[src/rtl/alu_seq_pkg.sv]
// Shared definitions for the ALU issue/writeback sequencer: opcodes, FSM states
// and the bit layout of the 16-bit instruction word.
package alu_seq_pkg;

    localparam int REG_AW = 2;
    localparam int OP_W   = 3;

    localparam logic [OP_W-1:0] OP_ADD = 3'd0;
    localparam logic [OP_W-1:0] OP_SUB = 3'd1;
    localparam logic [OP_W-1:0] OP_NOT = 3'd2;
    localparam logic [OP_W-1:0] OP_AND = 3'd3;
    localparam logic [OP_W-1:0] OP_OR  = 3'd4;
    localparam logic [OP_W-1:0] OP_XOR = 3'd5;
    localparam logic [OP_W-1:0] OP_SHL = 3'd6;
    localparam logic [OP_W-1:0] OP_SHR = 3'd7;

    typedef enum logic [1:0] {
        IDLE = 2'd0,
        EXEC = 2'd1,
        DONE = 2'd2
    } state_t;

    localparam int OP_HI       = 15;
    localparam int OP_LO       = 13;
    localparam int IMM_SEL_BIT = 12;
    localparam int RD_HI       = 11;
    localparam int RD_LO       = 10;
    localparam int RS1_HI      = 9;
    localparam int RS1_LO      = 8;
    localparam int RS2_HI      = 7;
    localparam int RS2_LO      = 6;
    localparam int IMM_HI      = 7;
    localparam int IMM_LO      = 0;

endpackage

[src/rtl/regfile_4x8.sv]
// Small flop-based register file: two operand read ports, one debug read port,
// one synchronous write port, synchronous clear to zero.
module regfile_4x8
    import alu_seq_pkg::*;
#(
    parameter int NREGS = 4,
    parameter int DW    = 8
) (
    input  logic              clk,
    input  logic              rst,
    input  logic [REG_AW-1:0] rs1_addr,
    output logic [DW-1:0]     rs1_data,
    input  logic [REG_AW-1:0] rs2_addr,
    output logic [DW-1:0]     rs2_data,
    input  logic [REG_AW-1:0] dbg_addr,
    output logic [DW-1:0]     dbg_data,
    input  logic              wr_en,
    input  logic [REG_AW-1:0] wr_addr,
    input  logic [DW-1:0]     wr_data
);

    logic [DW-1:0] mem [NREGS];

    // NOTE: clearing every entry on reset forces this array into flops; a RAM
    // macro could not be cleared in one cycle, which is fine at 4 entries.
    always_ff @(posedge clk) begin
        if (rst) begin
            for (int i = 0; i < NREGS; i++) begin
                mem[i] <= '0;
            end
        end else if (wr_en) begin
            mem[wr_addr] <= wr_data;
        end
    end

    assign rs1_data = mem[rs1_addr];
    assign rs2_data = mem[rs2_addr];
    assign dbg_data = mem[dbg_addr];

endmodule

[src/rtl/alu_sequencer.sv]
// Issue/writeback controller in front of the 8-bit ALU: accepts an instruction,
// drives the ALU for one cycle, writes back, and holds the result until taken.
module alu_sequencer
    import alu_seq_pkg::*;
#(
    parameter int NREGS = 4,
    parameter int DW    = 8
) (
    input  logic              clk,
    input  logic              rst,
    input  logic              instr_valid,
    output logic              instr_ready,
    input  logic [15:0]       instr,
    output logic [OP_W-1:0]   alu_opcode,
    output logic [DW-1:0]     alu_operand1,
    output logic [DW-1:0]     alu_operand2,
    input  logic [DW-1:0]     alu_result,
    output logic              res_valid,
    input  logic              res_ready,
    output logic [DW-1:0]     res_data,
    output logic [REG_AW-1:0] res_rd,
    output logic              res_zero,
    input  logic [REG_AW-1:0] dbg_addr,
    output logic [DW-1:0]     dbg_data
);

    state_t            state;
    state_t            state_next;
    logic [OP_W-1:0]   op_q;
    logic [REG_AW-1:0] rd_q;
    logic [DW-1:0]     opa_q;
    logic [DW-1:0]     opb_q;
    logic [DW-1:0]     rs1_data;
    logic [DW-1:0]     rs2_data;
    logic              accept;

    regfile_4x8 #(
        .NREGS (NREGS),
        .DW    (DW)
    ) u_regfile (
        .clk      (clk),
        .rst      (rst),
        .rs1_addr (instr[RS1_HI:RS1_LO]),
        .rs1_data (rs1_data),
        .rs2_addr (instr[RS2_HI:RS2_LO]),
        .rs2_data (rs2_data),
        .dbg_addr (dbg_addr),
        .dbg_data (dbg_data),
        .wr_en    (state == EXEC),
        .wr_addr  (rd_q),
        .wr_data  (alu_result)
    );

    // NOTE: every output of this block gets a default before the case, so no
    // state path can leave one unassigned and infer a latch.
    always_comb begin
        state_next  = state;
        instr_ready = 1'b0;
        res_valid   = 1'b0;
        case (state)
            IDLE: begin
                instr_ready = 1'b1;
                if (instr_valid) state_next = EXEC;
            end
            EXEC: state_next = DONE;
            DONE: begin
                res_valid = 1'b1;
                if (res_ready) state_next = IDLE;
            end
            default: state_next = IDLE;
        endcase
    end

    assign accept = instr_ready && instr_valid;

    // NOTE: non-blocking assignments here, so operand capture sees the regfile
    // as it was before this edge's writeback, matching the read-before-write rule.
    always_ff @(posedge clk) begin
        if (rst) begin
            state    <= IDLE;
            op_q     <= '0;
            rd_q     <= '0;
            opa_q    <= '0;
            opb_q    <= '0;
            res_data <= '0;
            res_rd   <= '0;
            res_zero <= 1'b0;
        end else begin
            state <= state_next;
            if (accept) begin
                op_q  <= instr[OP_HI:OP_LO];
                rd_q  <= instr[RD_HI:RD_LO];
                opa_q <= rs1_data;
                opb_q <= instr[IMM_SEL_BIT] ? instr[IMM_HI:IMM_LO] : rs2_data;
            end
            if (state == EXEC) begin
                res_data <= alu_result;
                res_rd   <= rd_q;
                res_zero <= (alu_result == '0);
            end
        end
    end

    assign alu_opcode   = op_q;
    assign alu_operand1 = opa_q;
    assign alu_operand2 = opb_q;

endmodule

[config.mk]
export PLATFORM = sky130hd
export DESIGN_NAME = alu_sequencer
export DESIGN_NICKNAME = d
export VERILOG_FILES = /design/src/rtl/alu_seq_pkg.sv /design/src/rtl/regfile_4x8.sv /design/src/rtl/alu_sequencer.sv
export SDC_FILE = /design/constraint.sdc
export NUM_CORES = 1
export LEC_CHECK = 0
export CORE_ASPECT_RATIO = 0.8
export CORE_MARGIN = 4
export CORE_UTILIZATION = 40
export CTS_CLUSTER_SIZE = 28
export DETAILED_ROUTE_END_ITERATION = 12
export PLACE_DENSITY = 0.66
export SETUP_SLACK_MARGIN = 0.3
export SYNTH_ARGS = -nofsm -noshare
export SYNTH_HDL_FRONTEND = slang
export SYNTH_HIERARCHICAL = 1
export SYNTH_SLANG_ARGS = --single-unit
export TNS_END_PERCENT = 20
[constraint.sdc]
create_clock -name clk -period 2.41 [get_ports clk]
set_clock_uncertainty 0.1 [all_clocks]
set_input_delay 0.723 -clock clk [delete_from_list [all_inputs] [get_ports clk]]
set_output_delay 0.723 -clock clk [all_outputs]
set_load 0.02 [all_outputs]
==> metrics.yaml <==
synth_ff_type: "dfxtp_1"
r2r_start: "state[0]"
globalRouteOverflowTotal: 0
yosys.area.top_type: "edfxtp_1"
synth_top_cells_by_area: "edfxtp_1 31%, dfxtp_1 22%, mux4_2 17%"
portBuffers: 69
rsz0062_at_grt: "true"
drc_errors: 0
ctsLongestPathBuffers: 2
hold_slack_ns: 0.352
diodes: 0
power_per_cell_area_nw_per_um2: 654
clock_latency_ns: 0.34
first_pass_iters: 4
drtIter0Drc: 122
report.final.slew_viol_count: 0
cts_tree: "yes"
start_util_pct: 41.8
period_share_pct: 101
antenna_found_initial: 0
async_reset_ff_share_pct: 0
r2r-end: "u_regfile/mem[0][3]"
ys_top_cells_by_count: "34 x dfxtp_1, 32 x edfxtp_1, 24 x and2_1, 24 x mux4_2, 22 x nor2_1"
clock_sinks: 66
clk_pin_slew_worst_paths_ns: 0.07
wl_mm: 6.94
yosysWarnings: 6
die_y_um: 87.4
num_io_pins: 70
endpoint: "dbg_data[3]"
cp_data_arrival_time_ns: 1.60
end_kind: "output pin"
min_path_type: "flip-flop to flip-flop"
drive_gt1_share_pct: 23.4
synth_top_area_share_pct: 30.5
fin_nets: 345
htreeDepth: 3
post_drt_wl_per_cell_um: 16.3
max_freq_ghz: 0.412
core_area_sq_um: 7530
fill_cells: 630
critPathLaunchType: "primary input"
cts_hold_buffers: 0
critPathKind: "primary input to output pin"
drv_cap: 0
syn_inst: 241
slew_headroom_pct: 47.5
finalSetupViolCount: 3
startpoint: "dbg_addr[0]"
syn_to_final_growth_pct: 34.3
crit_fanout: 8
regToRegSetupSlack_ns: 0.63
via_per_inst: 4.95
rr_worst_depth: 4
violations: "negative setup slack"
grt_pass1_vias: 2115
synth.most_common_cell: "dfxtp_1"
worst_slew_pin_slew_ns: 0.785
ant_nets: 0
yosys_register_bits: 66
synth_seq_area_share_pct: 52.1
ys_types: 27
cts_root_buffer: "clkbuf_8"
die_area_sq_um: 9370
fin_crit_ns: 2.43
grt_usage_pct: 16.1
netlist_area_sq_um: 3150
vias: 2104
grt_max_degree: 35
p_leak_nw: 1.73
die_x_um: 107
synth_edf_count: 32
row_count: 28
cts_buffers: 9
timing.final.ws_setup_ns: -0.0151
run_status: "finished with violations"
fin_setup_tns_ns: -0.0300
gp_congestion: 0.906
post-dp-hpwl_mm: 5.15
synth_area_per_cell_sq_um: 13.1
syn_nets: 271
grt_pass1_wl_mm: 11.6
cp.required_ns: 1.59
hold_viol: 0
ir_drop_mv: 0.318
## critical path: stages
cell    delay [ns]
buf_6         0.08
buf_12        0.12
mux4_2        0.52
buf_6         0.15
## routing by layer
layer	vias up	wire length, um	GRT usage (%)
met5	-	0	0
met4	0	50	3.72
met3	6	483	5.63
met2	67	2860	22.1
met1	997	3540	24.3
li1	1034	-	-
## worst min path at each step
stage,cells after the start,end,slack [ns],startpoint
2_1_floorplan,2,res_rd[0],0.43,rd_q[0]
3_3_place_gp,2,res_data[5],0.34,res_data[5]
3_5_place_dp,2,res_data[0],0.35,res_data[0]
4_1_cts,2,res_data[0],0.36,res_data[0]
5_1_grt,2,res_data[0],0.38,res_data[0]
6_report,2,res_data[0],0.35,res_data[0]
## state kept, by name (all words and copies together) (netlist names)
register and count:
u_regfile/mem 32, alu_operand1 8, alu_operand2 8, res_data 8, alu_opcode 3, rd_q 2
res_rd 2, state 2, res_zero 1
## metrics by stage
| step | setup slack (ns) | utilization (%) | instances | instance area (sq um) | total power, mW |
|---|---|---|---|---|---|
| final | -0.0151 | 56.2 | 425 | 4230 | 2.77 |
| after detailed placement | -0.874 | 53.3 | 409 | 4020 | 1.79 |
| after CTS | -0.0249 | 56.1 | 425 | 4220 | 2.81 |
| after global placement | -0.867 | 53.3 | 409 | 4020 | 1.78 |
| after floorplan | 0.191 | - | 241 | 3160 | 1.57 |
| after global routing | -0.0578 | 56.2 | 425 | 4230 | 2.91 |
## logic make-up after synthesis
group | after synthesis | share of synthesized area (%)
AO/OA/AOI/OAI | 24 | 4.85
buffers and inverters | 18 | 3.38
AND/OR/NAND/NOR | 88 | 15.8
flip-flops | 66 | 52.1
multiplexers | 45 | 23.8
## what timing repair did
| item | in CTS | in global routing |
|---|---|---|
| endpoints found under the setup margin | 38 | 11 |
| buffers inserted | 0 | 0 |
| gates resized for setup | 86 | 3 |
## layout by cell type, fill, tap and decap left out, drive strengths merged
| master | n |
|---|---|
| dfxtp | 34 |
| clkdlybuf4s50 | 27 |
| buf | 19 |
| a211oi | 8 |
| dlygate4sd2 | 30 |
| clkdlybuf4s15 | 1 |
| o21bai | 2 |
| clkbuf | 12 |
| nand3 | 1 |
| and2b | 1 |
| and4bb | 2 |
| dlymetal6s2s | 2 |
| nand2b | 3 |
| edfxtp | 32 |
| nand2 | 21 |
| nor2 | 22 |
| a21oi | 12 |
| inv | 3 |
| bufinv | 1 |
| a31o | 2 |
| clkinv | 2 |
| and2 | 32 |
| mux2i | 21 |
| nor3b | 1 |
| nor4 | 2 |
| nor2b | 2 |
| mux4 | 24 |
| nor4b | 1 |
## power breakdown
group	internal, mW	switching [mW]
Clock	0.608	0.421
Combinational	0.236	0.215
Sequential	1.24	0.0478
## cell type report
| type | count | area, sq um | share of cell area (%) |
|---|---|---|---|
| Tap cell | 105 | 131 | 3.11 |
| Clock inverter | 4 | 53.8 | 1.27 |
| Inverter | 2 | 7.51 | 0.177 |
| Timing Repair Buffer | 79 | 810 | 19.1 |
| Sequential cell | 66 | 1640 | 38.8 |
| Multi-Input combinational cell | 157 | 1410 | 33.3 |
| Clock buffer | 12 | 178 | 4.20 |
Note: power is estimated with default switching activity, not from simulation.
==> RTL change, RTL diff (same flow settings) <==
Re-encode `state_t` (3 states) as one-hot, 3 bits wide.
--- a/src/rtl/alu_seq_pkg.sv
+++ b/src/rtl/alu_seq_pkg.sv
@@ -16,6 +16,6 @@
 
-    typedef enum logic [1:0] {
-        IDLE = 2'd0,
-        EXEC = 2'd1,
-        DONE = 2'd2
+    typedef enum logic [2:0] {
+        IDLE = 3'b001,
+        EXEC = 3'b010,
+        DONE = 3'b100
     } state_t;
Behaviour: no difference found for any inputs over 4 cycles, from zero or initial values and one cycle with rst high; so few cycles prove little.
==> RTL change against the unedited design <==
  * The run still ends with setup timing left
  * Die area up 2.3%
  * Critical path depth unchanged
  * Combinational power down 11%
  * Area after synthesis up 2.5%
  * Total power down 7.6%
  * Synthesized cell count up 7.5%
  * Setup slack better by 0.0063 ns
  * Cell area up 0.24%
  * Sequential cell count up 1
  * Utilization down 2.6 points
  * Final cell count up 4.7%
  * Non-clock buffer count unchanged
  * Routed wire length up 6.0%
  * Critical endpoint is now dbg_data[2]
  * Largest power group unchanged
==> RTL change: results <==
metrics = {
    "outcome": {
        "status": "finished, violations left",
        "failed_checks": "setup timing",
    },
    "sta": {
        "whs_ns": 0.3564,
        "worstMarginPinSlew_ns": 0.4820,
        "setup_viol": 4,
        "fin_ws_ns": -0.008807,
    },
    "worst_setup_path": {
        "r2r-end": "u_regfile/mem[0][1]",
        "r2r_slack_ns": 0.47,
        "setup.worst_path.end": "dbg_data[2]",
        "worst_r2r_startpoint": "state[1]",
    },
    "finish": {
        "nNonClkInverters": 3,
        "seq_area_um2": 1662,
        "layout-drive-gt1-share": 0.2611,
        "final-nonclk-buf-share": 0.1871,
        "multi_input_area_share": 0.3414,
        "clkCellAreaFrac": 0.04456,
        "instances_no_fill": 445,
        "final_core_util": 0.5361,
        "fin_nets": 362,
    },
    "global_routing": {
        "grt_use_met2": 0.2513,
        "use_met3": 0.05033,
        "grt_usage": 0.1642,
        "grt_use_met1": 0.2258,
        "grt_max_degree": 30,
        "grt_pass1_wl_um": 11980,
        "grt_pass1_vias": 2296,
    },
    "logic_synthesis": {
        "synth.avg_cell_area_um2": 12.46,
        "ys_types": 32,
        "syn-num-nets": 289,
        "synth_area_leaders": "edfxtp_1 30%, dfxtp_1 22%, mux4_2 17%",
        "synthTopCellsByCount": "47 x nand2_1, 35 x dfxtp_1, 32 x edfxtp_1, 24 x and2_1, 24 x mux4_2",
        "synth-seq-area-share": 0.5149,
    },
    "min_path": {
        "min_to": "alu_operand1[3]",
        "worst_hold_startpoint": "alu_operand1[3]",
    },
    "floorplan": {
        "fp.coreArea_um2": 7910,
    },
    "power_and_ir_drop": {
        "p_leak_nw": 1.673,
        "max-vdd-ir-drop_mv": 0.3385,
    },
    "placement": {
        "dpl_cell_area_um2": 4075,
        "place.gp.congestion": 0.7849,
        "post-place-ws_ns": -0.8624,
        "numPlacedInstances": 429,
    },
    "detailed_routing": {
        "routed_via_density": 5.099,
        "wl_met3_um": 536,
        "wl_met1_um": 3497,
        "post_drt_wl_per_cell_um": 16.52,
    },
}
[RTL change: cell count changes in the layout (fill, tap and decap cells not counted), moves of 2 or more]
cell,unedited run,this run
clkbuf_16,2,0
nand2_1,21,47
buf_4,3,5
nand2b_1,3,1
a21oi_1,12,16
nor2_1,22,10
buf_6,10,8
clkbuf_8,9,12
nor2b_1,2,0
dfxtp_1,33,35
a21oi_2,0,9
mux2i_1,21,8
[RTL change: logic make-up after synthesis]
family / count (synthesis) / synth area share
flip-flops: 67 / 0.5149
AO/OA/AOI/OAI: 38 / 0.08027
AND/OR/NAND/NOR: 102 / 0.1745
multiplexers: 32 / 0.1923
buffers and inverters: 20 / 0.03799
[RTL change: report_power, final]
group	leakage [nW]	total [mW]	internal (mW)	switching (mW)
sequential	0.616	1.28	1.24	0.0395
combinational	0.957	0.401	0.205	0.196
clock	0.100	0.875	0.459	0.416
total	1.67	2.56	1.91	0.651
[RTL change: worst max-delay path: cells and delay by family]
family,cells,cell delay (ns)
multiplexers,1,0.52
buffers and inverters,3,0.34
